--- config.mk ---
export PLATFORM = sky130hd
export DESIGN_NAME = fractal_pixel_scheduler
export DESIGN_NICKNAME = d
export VERILOG_FILES = /design/src/rtl/fractal_pixel_scheduler.sv
export SDC_FILE = /design/constraint.sdc
export NUM_CORES = 1
export LEC_CHECK = 0
export BUFFER_PORTS_ARGS = -buffer_cell sky130_fd_sc_hd__buf_2
export CORE_MARGIN = 3
export CORE_UTILIZATION = 25
export CTS_CLUSTER_SIZE = 14
export DETAILED_ROUTE_END_ITERATION = 8
export PLACE_DENSITY_LB_ADDON = 0.3
export SKIP_LAST_GASP = 1
export SLEW_MARGIN = 25
export SYNTH_ARGS = -nofsm -noshare
export SYNTH_HDL_FRONTEND = slang
export SYNTH_SLANG_ARGS = --single-unit
--- constraint.sdc ---
create_clock -name aclk -period 2.8 [get_ports aclk]
set_input_delay 0.56 -clock aclk [delete_from_list [all_inputs] [get_ports aclk]]
set_output_delay 0.56 -clock aclk [all_outputs]
set_load 0.02 [all_outputs]
--- src/rtl/fractal_pixel_scheduler.sv ---
// Raster-order pixel dispatcher/retirer for NUM_ENGINES round-robin iteration engines.
// Optional frame cycle counter enabled by defining SCHED_PERF_CNT_EN.
module fractal_pixel_scheduler #(
    parameter int NUM_ENGINES = 4,
    parameter int X_SIZE      = 640,
    parameter int Y_SIZE      = 480,
    parameter int ITER_W      = 8
) (
    input  logic                          aclk,
    input  logic                          areset,
    input  logic                          frame_start,
    input  logic                          mode_in,
    input  logic                          abort,
    output logic                          busy,
    output logic [NUM_ENGINES-1:0]        eng_start,
    output logic [15:0]                   eng_x,
    output logic [15:0]                   eng_y,
    output logic                          eng_mode,
    input  logic [NUM_ENGINES-1:0]        eng_idle,
    input  logic [NUM_ENGINES-1:0]        eng_done,
    input  logic [NUM_ENGINES*ITER_W-1:0] eng_iter,
    output logic [NUM_ENGINES-1:0]        eng_ack,
    output logic                          out_valid,
    input  logic                          out_ready,
    output logic [ITER_W-1:0]             out_iter,
    output logic                          out_sof,
    output logic                          out_eol,
    output logic                          out_eof,
    output logic [31:0]                   frame_cycles
);
    localparam int PTR_W = (NUM_ENGINES > 1) ? $clog2(NUM_ENGINES) : 1;
    localparam int OUT_W = $clog2(NUM_ENGINES) + 1;
    localparam logic [15:0]      X_LAST   = 16'(X_SIZE - 1);
    localparam logic [15:0]      Y_LAST   = 16'(Y_SIZE - 1);
    localparam logic [PTR_W-1:0] PTR_LAST = PTR_W'(NUM_ENGINES - 1);
    localparam logic [OUT_W-1:0] OUT_MAX  = OUT_W'(NUM_ENGINES);

    typedef enum logic [1:0] {ST_IDLE, ST_RUN, ST_FLUSH} state_t;

    state_t           state_q, state_d;
    logic [15:0]      dx_q, dx_d, dy_q, dy_d, rx_q, rx_d, ry_q, ry_d;
    logic [PTR_W-1:0] d_ptr_q, d_ptr_d, r_ptr_q, r_ptr_d;
    logic [OUT_W-1:0] outst_q, outst_d;
    logic             d_done_q, d_done_d, mode_q, mode_d;
    logic             dispatch, retire, flush_ack, last_pix, run_ok;
    logic [ITER_W-1:0] cur_iter;

    function automatic logic [PTR_W-1:0] next_ptr(input logic [PTR_W-1:0] p);
        return (p == PTR_LAST) ? '0 : p + 1'b1;
    endfunction

    always_comb begin
        cur_iter  = eng_iter[r_ptr_q*ITER_W +: ITER_W];
        // abort wins over both dispatch and retirement in its first cycle
        run_ok    = (state_q == ST_RUN) && !abort;
        dispatch  = run_ok && !d_done_q && (outst_q < OUT_MAX) && eng_idle[d_ptr_q];
        out_valid = run_ok && eng_done[r_ptr_q];
        retire    = out_valid && out_ready;
        flush_ack = (state_q == ST_FLUSH) && (outst_q != '0) && eng_done[r_ptr_q];
        last_pix  = (rx_q == X_LAST) && (ry_q == Y_LAST);
        eng_start = dispatch ? (NUM_ENGINES'(1) << d_ptr_q) : '0;
        eng_ack   = (retire || flush_ack) ? (NUM_ENGINES'(1) << r_ptr_q) : '0;
        out_iter  = out_valid ? cur_iter : '0;
        out_sof   = out_valid && (rx_q == 16'd0) && (ry_q == 16'd0);
        out_eol   = out_valid && (rx_q == X_LAST);
        out_eof   = out_valid && last_pix;
        busy      = (state_q != ST_IDLE);
        eng_x     = dx_q;
        eng_y     = dy_q;
        eng_mode  = mode_q;

        state_d  = state_q;
        dx_d     = dx_q;
        dy_d     = dy_q;
        rx_d     = rx_q;
        ry_d     = ry_q;
        d_ptr_d  = d_ptr_q;
        r_ptr_d  = r_ptr_q;
        outst_d  = outst_q;
        d_done_d = d_done_q;
        mode_d   = mode_q;

        case (state_q)
            ST_IDLE: begin
                if (frame_start) begin
                    state_d  = ST_RUN;
                    mode_d   = mode_in;
                    dx_d     = '0;
                    dy_d     = '0;
                    rx_d     = '0;
                    ry_d     = '0;
                    d_ptr_d  = '0;
                    r_ptr_d  = '0;
                    outst_d  = '0;
                    d_done_d = 1'b0;
                end
            end
            ST_RUN: begin
                if (dispatch) begin
                    d_ptr_d = next_ptr(d_ptr_q);
                    if (dx_q == X_LAST) begin
                        dx_d = '0;
                        dy_d = dy_q + 16'd1;
                        if (dy_q == Y_LAST) d_done_d = 1'b1;
                    end else begin
                        dx_d = dx_q + 16'd1;
                    end
                end
                if (retire) begin
                    r_ptr_d = next_ptr(r_ptr_q);
                    if (rx_q == X_LAST) begin
                        rx_d = '0;
                        ry_d = ry_q + 16'd1;
                    end else begin
                        rx_d = rx_q + 16'd1;
                    end
                end
                if (dispatch && !retire)      outst_d = outst_q + 1'b1;
                else if (!dispatch && retire) outst_d = outst_q - 1'b1;
                if (abort)                    state_d = ST_FLUSH;
                else if (retire && last_pix)  state_d = ST_IDLE;
            end
            ST_FLUSH: begin
                if (flush_ack) begin
                    r_ptr_d = next_ptr(r_ptr_q);
                    outst_d = outst_q - 1'b1;
                end
                if (outst_q == '0) state_d = ST_IDLE;
            end
            default: state_d = ST_IDLE;
        endcase
    end

    always_ff @(posedge aclk or posedge areset) begin
        if (areset) begin
            state_q  <= ST_IDLE;
            dx_q     <= '0;
            dy_q     <= '0;
            rx_q     <= '0;
            ry_q     <= '0;
            d_ptr_q  <= '0;
            r_ptr_q  <= '0;
            outst_q  <= '0;
            d_done_q <= 1'b0;
            mode_q   <= 1'b0;
        end else begin
            state_q  <= state_d;
            dx_q     <= dx_d;
            dy_q     <= dy_d;
            rx_q     <= rx_d;
            ry_q     <= ry_d;
            d_ptr_q  <= d_ptr_d;
            r_ptr_q  <= r_ptr_d;
            outst_q  <= outst_d;
            d_done_q <= d_done_d;
            mode_q   <= mode_d;
        end
    end

`ifdef SCHED_PERF_CNT_EN
    logic [31:0] cyc_q, cyc_d, fc_q, fc_d;

    function automatic logic [31:0] sat_inc(input logic [31:0] v);
        return (v == 32'hFFFF_FFFF) ? v : v + 32'd1;
    endfunction

    // the final RUN cycle is included in the published count
    always_comb begin
        cyc_d = cyc_q;
        fc_d  = fc_q;
        if ((state_q == ST_IDLE) && frame_start) cyc_d = '0;
        else if (state_q == ST_RUN)              cyc_d = sat_inc(cyc_q);
        if ((state_q == ST_RUN) && !abort && retire && last_pix) fc_d = sat_inc(cyc_q);
    end

    always_ff @(posedge aclk or posedge areset) begin
        if (areset) begin
            cyc_q <= '0;
            fc_q  <= '0;
        end else begin
            cyc_q <= cyc_d;
            fc_q  <= fc_d;
        end
    end

    assign frame_cycles = fc_q;
`else
    assign frame_cycles = '0;
`endif
endmodule
==> results.md, run 1 <==
- Status: completed
- Post-synth EDFFs: 0
- Layout area overhead: 21.99%
- Largest stage delay on the critical path: 0.51 ns
- Detail Route Antenna Nets: 0
- Drt wl/cell: 15.06 µm
- Most frequent cells in the layout: buf_2 (98), dfrtp_1 (74), nand2_1 (46), o21ai_0 (36), nand3_1 (34)
- Overall Global Routing Usage: 0.1325
- Main synth FF type: dfrtp_1
- Sequential area share after synthesis: 0.3589
- Cell area after placement: 6063 µm²
- Drt drc: 0
- Clock slew at reported path FFs: 0.06 ns
- Largest net degree at the start of global routing: 35
- Number of CTS-inserted buffers: 9
- Starting Density: 0.2568
- Data required, critical path: 2.24 ns
- Distinct cells, synth: 58
- Routed vias: 4,784
- DP Cell Count: 959
- Top cells by area, synth: dfrtp_1 (36%), ha_1 (5.0%), buf_4 (4.6%)
- Synth Area per Inst: 8.877 µm²
- DR pass1 iterations: 4
- Final worst-path cycle share: 0.9612
- F_max: 371.6 MHz
- Worst hold path type: input port to asynchronous set/reset pin
- Final setup violation count: 0
- Total die area: 22,690 µm²
- CTS tree: yes
- Total grt overflow: 0
- Post-Syn Instances: 589
- Leakage: 2.908 nW
- WL final: 14.69 mm
- Post-Place Worst Slack: 0.2111 ns
- Slew Limit Fails: 0
- Setup TNS: 0 ns
- IO Pins: 132
- Area leader, netlist: dfrtp_1
- Asr flop ratio synth: 1.000
- Worst clock skew: 0.01009 ns
- Crit Path Max Fanout: 12
- Cell Rows: 52
- FF-to-FF Start: state_q[1]
- Seq cells post-synth: 75
- Final non-filler cell total: 976
- ANT cells: 0
- Final non-filler cell area: 6379 µm²
- Clk root buf: clkbuf_16
- Layout cells sized above 1: 0.2450
- First-pass GRT wire length: 24.33 mm
- Clk Latency, worst-skew pair: 0.34 ns
- Clock sink count: 75
- RSZ-0062 raised after global routing: false
- Initial antenna violation count: 0
- Hold Fails Final Rpt: 0
- Slew Limit Headroom: 0.5540
- Synth Warn #: 0
- Core footprint: 20,360 µm²
- Pwr Density: 691.8 nW/µm²
- Nets: 769
- Vias in the first global route: 4,620
- Worst setup EP type: output port
- VDD IR max: 295.6 µV
- Share of the synthesized area in the top cell type: 0.3589
- Cell chain of the critical path: mux4_2 > and4_1 > nand3_1 > nor4_2 > buf_4
- Fill cell count: 2,165
- CP bufs+invs: 1
- Post-DP HPWL: 10.84 mm
- Arrival time worst endpoint: 2.13 ns
- Port-buffer cells: 99
- CP max stage cell: mux4_2
- Synthesized area: 5229 µm²
- Clock Path Buffers: 2
- Most common cell after layout, fill and taps aside: buf_2
- Crit path from: r_ptr_q[0]
- Critical Path Source Type: flop
- Min Tclk post-route: 2.691 ns
- Worst slew pin tran: 0.6682 ns
- PnR worst setup slack: 0.1087 ns
- H-tree depth: 3
- RD Place Congestion: 0.8372
- Vias per Instance: 4.902
- # hold bufs at CTS: 0
- Critical path class: flop to output port
- Max-cap viol count: 0
- Crit path max-delay family: simple AND/OR/NAND/NOR gates
- Initial DRC count: 337
- Die height: 150.6 µm
- Die width: 150.6 µm
[Yosys cell counts, types with 2 or more instances]
library cell	n
nand2_1	46
and3_1	17
dfrtp_1	75
buf_2	7
o31ai_1	17
mux2_2	3
inv_1	28
nor4_1	16
and3b_1	2
buf_4	32
o211ai_1	3
or2_2	8
mux4_1	5
nand2b_1	2
o21ai_0	36
clkbuf_1	21
mux2i_1	9
a22o_1	9
xnor2_1	2
xor2_1	8
nor3b_1	2
ha_1	21
o22ai_1	2
nor2_1	31
or3_1	15
a21o_1	5
o41ai_1	2
nor2b_1	3
nor3_1	9
nor4b_1	3
a21oi_1	27
mux4_2	5
or4_1	24
and4_1	4
a31oi_1	3
and2_1	12
nand4_1	19
nand3_1	34
o311ai_0	3
[stage by stage]
| step | total power, mW | hold WS [ns] | utilization |
|---|---|---|---|
| 2_1_floorplan | 2.697 | 0.4831 | - |
| 3_3_place_gp | 3.310 | 0.4825 | 0.2977 |
| 3_5_place_dp | 3.324 | 0.4969 | 0.2977 |
| 4_1_cts | 4.433 | 0.3262 | 0.3113 |
| 5_1_grt | 4.753 | 0.3512 | 0.3132 |
| 6_report | 4.413 | 0.3019 | 0.3132 |
[worst reg2reg max path, cell delays in order, from the launching register on]
cell and delay [ns]:
dfrtp_2 0.44, inv_1 0.08, ha_1 0.17, buf_6 0.10, buf_4 0.13, mux2i_1 0.11, buf_4 0.19, nor3b_1 0.41
nand4_1 0.17, or4_1 0.41, a21oi_1 0.15
[power by group]
group / switching (mW) / internal (mW)
clock network: 0.469 / 0.618
logic: 1.28 / 0.740
registers: 0.120 / 1.19
[metal layers]
layer / vias up / share of wire / GRT usage
met1: 2307 / 0.48 / 0.1865
met4: 0 / 0.011 / 0.03717
met2: 119 / 0.46 / 0.2077
li1: 2348 / - / -
met3: 10 / 0.045 / 0.02559
met5: - / 0 / 0
[cell families (layout without fill, tap and decap cells)]
| kind of cell | count (synthesis) | in the layout | share of synthesized area |
|---|---|---|---|
| muxes | 22 | 22 | 0.07035 |
| other | 1 | 32 | 0.0007172 |
| buffers and inverters | 90 | 176 | 0.09069 |
| adders and majority gates | 21 | 21 | 0.05025 |
| AOI/OAI and AO/OA | 117 | 117 | 0.1421 |
| xor gates and xnor gates | 10 | 10 | 0.01675 |
| DFF | 75 | 75 | 0.3589 |
| and+or+nand+nor | 253 | 253 | 0.2702 |
[path summary, 6_finish.rpt]
path	cells past startpoint	slack (ns)	to
setup / recovery	5	0.11	out_eof
min in group aclk	2	0.46	eng_mode
hold / removal	2	0.30	ry_q[5]
max in group asynchronous	3	1.85	state_q[1]
setup reg to reg	10	0.35	ry_q[15]
hold reg to reg	1	0.52	eng_mode
[cell type report]
type | instances | area, µm² | share of cell area
clock buffers | 11 | 242.7 | 0.03805
multi-input cells | 455 | 3020 | 0.4735
clock inverters | 4 | 27.53 | 0.004315
well taps | 270 | 337.8 | 0.05296
inverters | 29 | 110.1 | 0.01726
repair buffers | 132 | 762.0 | 0.1195
flip-flops and latches | 75 | 1878 | 0.2944
[registers in the layout, summed over array words and instances (netlist names)]
signal	cells
d_done_q	1
d_ptr_q	2
eng_mode	1
eng_x	16
eng_y	16
outst_q	3
r_ptr_q	2
rx_q	16
ry_q	16
state_q	2
[repair_timing]
action | 4_1_cts | 5_1_grt
resized for setup | 1 | 5
setup buffers | 0 | 2
endpoints found under the setup margin | 1 | 3
pin swaps | 0 | 1
(Power assumes the default switching activity.)
==> run 2: changes to the inputs <==
CELL_PAD_IN_SITES_DETAIL_PLACEMENT = 0   (was default)
CELL_PAD_IN_SITES_GLOBAL_PLACEMENT = 1   (was default)
SETUP_SLACK_MARGIN = 0.15   (was default)
==> results.md, run 2 (same netlist as run 1, synthesis figures left out) <==
- Total grt overflow: 0 (unchanged)
- Drt wl/cell: 16.09 µm (was 15.06 µm)
- Overall Global Routing Usage: 0.1413 (was 0.1325)
- Drt drc: 0 (unchanged)
- RSZ-0062 raised after global routing: false (unchanged)
- Most common cell after layout, fill and taps aside: buf_2 (unchanged)
- Port-buffer cells: 99 (unchanged)
- Largest net degree at the start of global routing: 32 (was 35)
- Starting Density: 0.2568 (unchanged)
- Area occupied by multi-input gates: 3088 µm² (was 3020 µm²)
- F_max: 389.6 MHz (was 371.6 MHz)
- Hold Fails Final Rpt: 0 (unchanged)
- Worst slew pin tran: 0.6605 ns (was 0.6682 ns)
- Critical Path Source Type: flop (unchanged)
- First-pass GRT wire length: 25.56 mm (was 24.33 mm)
- Min Tclk post-route: 2.567 ns (was 2.691 ns)
- Largest stage delay on the critical path: 0.46 ns (was 0.51 ns)
- Status: completed (unchanged)
- Crit Path Max Fanout: 6 (was 12)
- Post-Place Worst Slack: 0.07185 ns (was 0.2111 ns)
- Final core occ: 0.3195 (was 0.3132)
- CP max stage cell: or3_4 (was mux4_2)
- WL final: 15.71 mm (was 14.69 mm)
- Max-cap viol count: 0 (unchanged)
- Clock slew at reported path FFs: 0.06 ns (about the same)
- CP bufs+invs: 1 (unchanged)
- Final non-filler cell area: 6506 µm² (was 6379 µm²)
- Worst hold path type: input port to asynchronous set/reset pin (unchanged)
- DP Cell Count: 954 (was 959)
- Total die area: 22,690 µm² (unchanged)
- Final setup violation count: 0 (unchanged)
- Register Area: 1877 µm² (was 1878 µm²)
- Slew Limit Fails: 0 (unchanged)
- Worst clock skew: 0.01139 ns (was 0.01009 ns)
- Layout area overhead: 24.43% (was 21.99%)
- Routed vias: 4,914 (was 4,784)
- Post-DP HPWL: 11.32 mm (was 10.84 mm)
- Critical path class: flop to output port (unchanged)
- Cell chain of the critical path: nor4_4 > nand2_1 > or3_4 > nor2_1 > buf_2 (was mux4_2 > and4_1 > nand3_1 > nor4_2 > buf_4)
- Vias per Instance: 5.035 (was 4.902)
- Clock sink count: 75 (unchanged)
- Layout cells sized above 1: 0.2564 (was 0.2450)
- Detail Route Antenna Nets: 0 (unchanged)
- Crit path max-delay family: simple AND/OR/NAND/NOR gates (unchanged)
- Core footprint: 20,360 µm² (unchanged)
- Fill cell count: 2,158 (was 2,165)
- Pwr Density: 716.3 nW/µm² (was 691.8 nW/µm²)
- PnR worst setup slack: 0.2333 ns (was 0.1087 ns)
- H-tree depth: 3 (unchanged)
- Clk root buf: clkbuf_16 (unchanged)
- CTS tree: yes (unchanged)
- Slew Limit Headroom: 0.5590 (was 0.5540)
- VDD IR max: 313.7 µV (was 295.6 µV)
- Clk Latency, worst-skew pair: 0.34 ns (about the same)
- Most frequent cells in the layout: buf_2 (98), dfrtp_1 (75), nand2_1 (46), o21ai_0 (36), nand3_1 (33) (was buf_2 (98), dfrtp_1 (74), nand2_1 (46), o21ai_0 (36), nand3_1 (34))
- ANT cells: 0 (unchanged)
- Initial antenna violation count: 0 (unchanged)
- Die width: 150.6 µm (unchanged)
- Leakage: 2.981 nW (was 2.908 nW)
- Die height: 150.6 µm (unchanged)
- Setup TNS: 0 ns (unchanged)
- Number of CTS-inserted buffers: 9 (unchanged)
- Clock Path Buffers: 2 (unchanged)
- Initial DRC count: 238 (was 337)
- RD Place Congestion: 0.7945 (was 0.8372)
- Data required, critical path: 2.24 ns (about the same)
- IO Pins: 132 (unchanged)
- Cell Rows: 52 (unchanged)
- Nets: 768 (was 769)
- Final worst-path cycle share: 0.9167 (was 0.9612)
- Cell area after placement: 6037 µm² (was 6063 µm²)
- Arrival time worst endpoint: 2.01 ns (was 2.13 ns)
- DR pass1 iterations: 4 (unchanged)
- R2R setup slack: 0.34 ns (was 0.35 ns)
- Final non-filler cell total: 976 (unchanged)
- Vias in the first global route: 4,803 (was 4,620)
- Worst setup EP type: output port (unchanged)
## run 2: cell types whose count changed in the layout (fill, tap and decap cells not counted), sizes merged
cell | before | now
clkinvlp | 3 | 0
bufinv | 0 | 2
buf | 132 | 131
clkinv | 3 | 4
inv | 27 | 28
## run 2: path summary, 6_finish.rpt
kind / depth (start not counted) / end / start
setup / recovery: 5 / out_eol / rx_q[12]
hold / removal: 2 / rx_q[2] / areset
setup reg to reg: 7 / ry_q[15] / r_ptr_q[0]
hold reg to reg: 1 / eng_mode / eng_mode
max in group asynchronous: 3 / ry_q[9] / areset
min in group aclk: 2 / eng_mode / mode_in
## run 2: final cells by class
class | count | area share
Sequential cell | 75 | 0.2885
Clock inverter | 5 | 0.01154
Multi-Input combinational cell | 455 | 0.4746
Timing Repair Buffer | 131 | 0.1179
Tap cell | 270 | 0.05192
Clock buffer | 11 | 0.03885
Inverter | 29 | 0.01673
## run 2: where the power goes
group | total [mW] | switching (mW) | internal, mW
registers | 1.32 | 0.131 | 1.18
clock network | 1.30 | 0.475 | 0.825
logic | 2.05 | 1.31 | 0.734
## run 2: metrics by stage
stage	hold slack, ns	power [mW]
2_1_floorplan	0.4831	2.697
3_3_place_gp	0.4851	3.267
3_5_place_dp	0.4886	3.303
4_1_cts	0.3289	4.683
5_1_grt	0.3669	4.995
6_report	0.3129	4.661
## run 2: repair_timing
action | 4_1_cts | 5_1_grt
hold buffers | 0 | 0
pin swaps | 1 | 1
buffers inserted | 4 | 2
setup endpoints to repair | 5 | 6
resized for setup | 11 | 8
## run 2: metal layers
layer  track usage  up-vias  share of wire
li1              -     2351              -
met3       0.02498       22          0.057
met5             0        -              0
met1        0.1890     2365           0.45
met2        0.2308      176           0.47
met4       0.04805        0          0.019
## run 2: worst register-to-register path: stages, from the launching register on
cell and delay, ns:
dfrtp_1 0.40, mux4_2 0.40, buf_4 0.19, nand2_2 0.07
o41a_1 0.41, buf_4 0.22, or4_1 0.52, a21oi_1 0.15
==> run 3: changes to the inputs <==
ABC_AREA = 1   (was default)
==> results.md, run 3 <==
- Status: completed (unchanged)
- Clock slew at reported path FFs: 0.07 ns (was 0.06 ns)
- Clock sink count: 75 (unchanged)
- Total Power: 4.646 mW (was 4.661 mW)
- DP Cell Count: 1,206 (was 954)
- Arrival time worst endpoint: 1.93 ns (was 2.01 ns)
- Total die area: 24,790 µm² (was 22,690 µm²)
- Number of CTS-inserted buffers: 9 (unchanged)
- Crit Path Max Fanout: 9 (was 6)
- Final non-filler cell total: 1,224 (was 976)
- Most frequent cells after synthesis: nand2_1 (204), nor2_1 (124), inv_1 (83), dfrtp_1 (75), nand3_1 (71) (was dfrtp_1 (75), nand2_1 (46), o21ai_0 (36), nand3_1 (34), buf_4 (32))
- Worst hold path type: input port to asynchronous set/reset pin (unchanged)
- Hold Fails Final Rpt: 0 (unchanged)
- RSZ-0062 raised after global routing: true (was false)
- Area leader, netlist: dfrtp_1 (unchanged)
- Worst clock skew: 0.009652 ns (was 0.01139 ns)
- Met1 Use GR: 0.1798 (was 0.1890)
- Synth Area per Inst: 6.793 µm² (was 8.877 µm²)
- DR pass1 iterations: 7 (was 4)
- VDD IR max: 394.0 µV (was 313.7 µV)
- Final worst-path cycle share: 0.8904 (was 0.9167)
- Nets: 1,006 (was 768)
- Initial antenna violation count: 0 (unchanged)
- Cell Rows: 54 (was 52)
- CP max stage cell: dfrtp_2 (was or3_4)
- WL final: 16.53 mm (was 15.71 mm)
- Clk Latency, worst-skew pair: 0.34 ns (about the same)
- # hold bufs at CTS: 0 (unchanged)
- Drt drc: 0 (unchanged)
- Routed vias: 5,501 (was 4,914)
- Leakage: 3.184 nW (was 2.981 nW)
- H-tree depth: 3 (unchanged)
- Synth Warn #: 0 (unchanged)
- Internal power: 2.487 mW (was 2.743 mW)
- PnR worst setup slack: 0.3068 ns (was 0.2333 ns)
- Comb pwr share: 0.454 (was 0.439)
- Data required, critical path: 2.24 ns (about the same)
- Critical path class: flop to output port (unchanged)
- Reg power frac: 0.284 (was 0.282)
- Global routing's busiest layer: met2 (unchanged)
- Distinct cells, synth: 38 (was 58)
- Pwr Density: 685.2 nW/µm² (was 716.3 nW/µm²)
- M3 GR Usage: 0.02667 (was 0.02498)
- Vias per Instance: 4.494 (was 5.035)
- Overall Global Routing Usage: 0.1343 (was 0.1413)
- Total grt overflow: 0 (unchanged)
- Post-synth EDFFs: 0 (unchanged)
- Layout cells sized above 1: 0.1833 (was 0.2564)
- Top-count cell post-synth: nand2_1 (was dfrtp_1)
- Synthesized area: 5733 µm² (was 5229 µm²)
- Slew Limit Headroom: 0.5801 (was 0.5590)
- Largest stage delay on the critical path: 0.42 ns (was 0.46 ns)
- Vias in the first global route: 5,291 (was 4,803)
- Die height: 157.4 µm (was 150.6 µm)
- Cell area after placement: 6406 µm² (was 6037 µm²)
- Fill cell count: 2,488 (was 2,158)
- Top cells by area, synth: dfrtp_1 (33%), nand2_1 (13%), nor2_1 (8.1%) (was dfrtp_1 (36%), ha_1 (5.0%), buf_4 (4.6%))
- Final setup violation count: 0 (unchanged)
- Most frequent cells in the layout: nand2_1 (204), nor2_1 (121), buf_2 (99), inv_1 (81), dfrtp_1 (72) (was buf_2 (98), dfrtp_1 (75), nand2_1 (46), o21ai_0 (36), nand3_1 (33))
- Net switching power: 2.160 mW (was 1.917 mW)
- Post-Place Worst Slack: 0.2793 ns (was 0.07185 ns)
- Starting Density: 0.2587 (was 0.2568)
- Initial DRC count: 311 (was 238)
- Share of the synthesized area in the top cell type: 0.3274 (was 0.3589)
- Largest net degree at the start of global routing: 48 (was 32)
- CTS tree: yes (unchanged)
- RD Place Congestion: 0.7972 (was 0.7945)
- GR met2 Demand/Resource: 0.2177 (was 0.2308)
- Clock Path Buffers: 2 (unchanged)
- F_max: 401.1 MHz (was 389.6 MHz)
- Cell chain of the critical path: ha_2 > nand3_2 > nor2_1 > nand2_2 > nor2_4 > and3_1 > buf_2 (was nor4_4 > nand2_1 > or3_4 > nor2_1 > buf_2)
- Slew Limit Fails: 0 (unchanged)
- Setup TNS: 0 ns (unchanged)
- Drt wl/cell: 13.51 µm (was 16.09 µm)
- Main synth FF type: dfrtp_1 (unchanged)
- Detail Route Antenna Nets: 0 (unchanged)
- Sequential area share after synthesis: 0.3274 (was 0.3589)
- Die width: 157.4 µm (was 150.6 µm)
- Clk root buf: clkbuf_16 (unchanged)
- Asr flop ratio synth: 1.000 (unchanged)
- Seq cells post-synth: 75 (unchanged)
- Worst setup EP type: output port (unchanged)
- Critical Path Source Type: flop (unchanged)
- Post-DP HPWL: 12.24 mm (was 11.32 mm)
- Core footprint: 22,160 µm² (was 20,360 µm²)
- IO Pins: 132 (unchanged)
- Post-Syn Instances: 844 (was 589)
- Max-cap viol count: 0 (unchanged)
- First-pass GRT wire length: 26.96 mm (was 25.56 mm)
- Min Tclk post-route: 2.493 ns (was 2.567 ns)
- Worst slew pin tran: 0.6298 ns (was 0.6605 ns)
- Switching Fraction: 0.4648 (was 0.4114)
- Clk pwr share: 0.262 (was 0.279)
- Layout area overhead: 18.29% (was 24.43%)
- ANT cells: 0 (unchanged)
- Most common cell after layout, fill and taps aside: nand2_1 (was buf_2)
- Final non-filler cell area: 6782 µm² (was 6506 µm²)
- Port-buffer cells: 99 (unchanged)
==> run 3: cell count changes after synthesis, sizes merged, moves of 12 or more <==
cell / change
and3: -16
o21ai: +35
nand4: +12
nand3: +42
nor3: +15
nor2: +95
or4: -24
and2: -12
or3: -15
nand2: +161
o31ai: -15
inv: +61
xor2: +20
nor4: -14
==> run 3: path summary, 6_finish.rpt <==
kind | start | end | slack, ns | depth (start not counted)
setup / recovery | rx_q[0] | out_eof | 0.31 | 7
hold / removal | areset | eng_x[5] | 0.19 | 2
setup reg to reg | state_q[1] | eng_y[5] | 0.43 | 11
hold reg to reg | d_done_q | d_done_q | 0.48 | 2
max in group asynchronous | areset | ry_q[0] | 1.95 | 3
min in group aclk | mode_in | eng_mode | 0.47 | 2
==> run 3: per-stage QoR <==
step / utilization / hold slack [ns]
2_1_floorplan: - / 0.4419
3_3_place_gp: 0.2891 / 0.4654
3_5_place_dp: 0.2891 / 0.4596
4_1_cts: 0.3042 / 0.1914
5_1_grt: 0.3060 / 0.2022
6_report: 0.3060 / 0.1901
==> run 3: metal layers <==
metal	vias to the layer above	part of all wire
met5	-	0
met3	23	0.045
met1	2496	0.48
met2	122	0.46
met4	0	0.019
li1	2860	-
==> run 3: what timing repair did <==
action,4_1_cts,5_1_grt
endpoints found under the hold margin,0,0
endpoints found under the setup margin,7,6
buffers inserted,1,1
pin swaps,1,0
resized for setup,5,10
==> run 3: kinds of logic after synthesis <==
family	synth area share
simple gates	0.3597
buf+inv	0.1233
compound gates	0.09690
flops	0.3274
xor+xnor	0.04430
fa+ha+maj	0.04583
other cells	0.0006541
mux	0.001964
==> run 3: final cells by class <==
cell class	instances	area, µm²	share of cell area
Timing Repair Buffer	110	590.6	0.08708
Tap cell	280	350.3	0.05166
Multi-Input combinational cell	654	3322	0.4899
Clock buffer	10	239.0	0.03524
Clock inverter	6	63.81	0.009410
Inverter	89	335.3	0.04945
Sequential cell	75	1881	0.2773
==> run 3: power by group through the flow <==
stage	Sequential, mW	Clock, mW	Combinational, mW
after global routing	1.34	1.31	2.42
after global placement	1.33	0	2.11
final	1.32	1.22	2.11
after floorplan	1.34	0	1.57
after CTS	1.32	1.27	2.14
after detailed placement	1.34	0	2.10
==> run 3: worst max-delay path: cells and delay by family, from the launching register on <==
kind,cells,cell delay [ns]
AND/OR/NAND/NOR,5,0.78
adder cells (fa/ha/maj),1,0.24
buffers and inverters,1,0.16
flip-flops,1,0.42
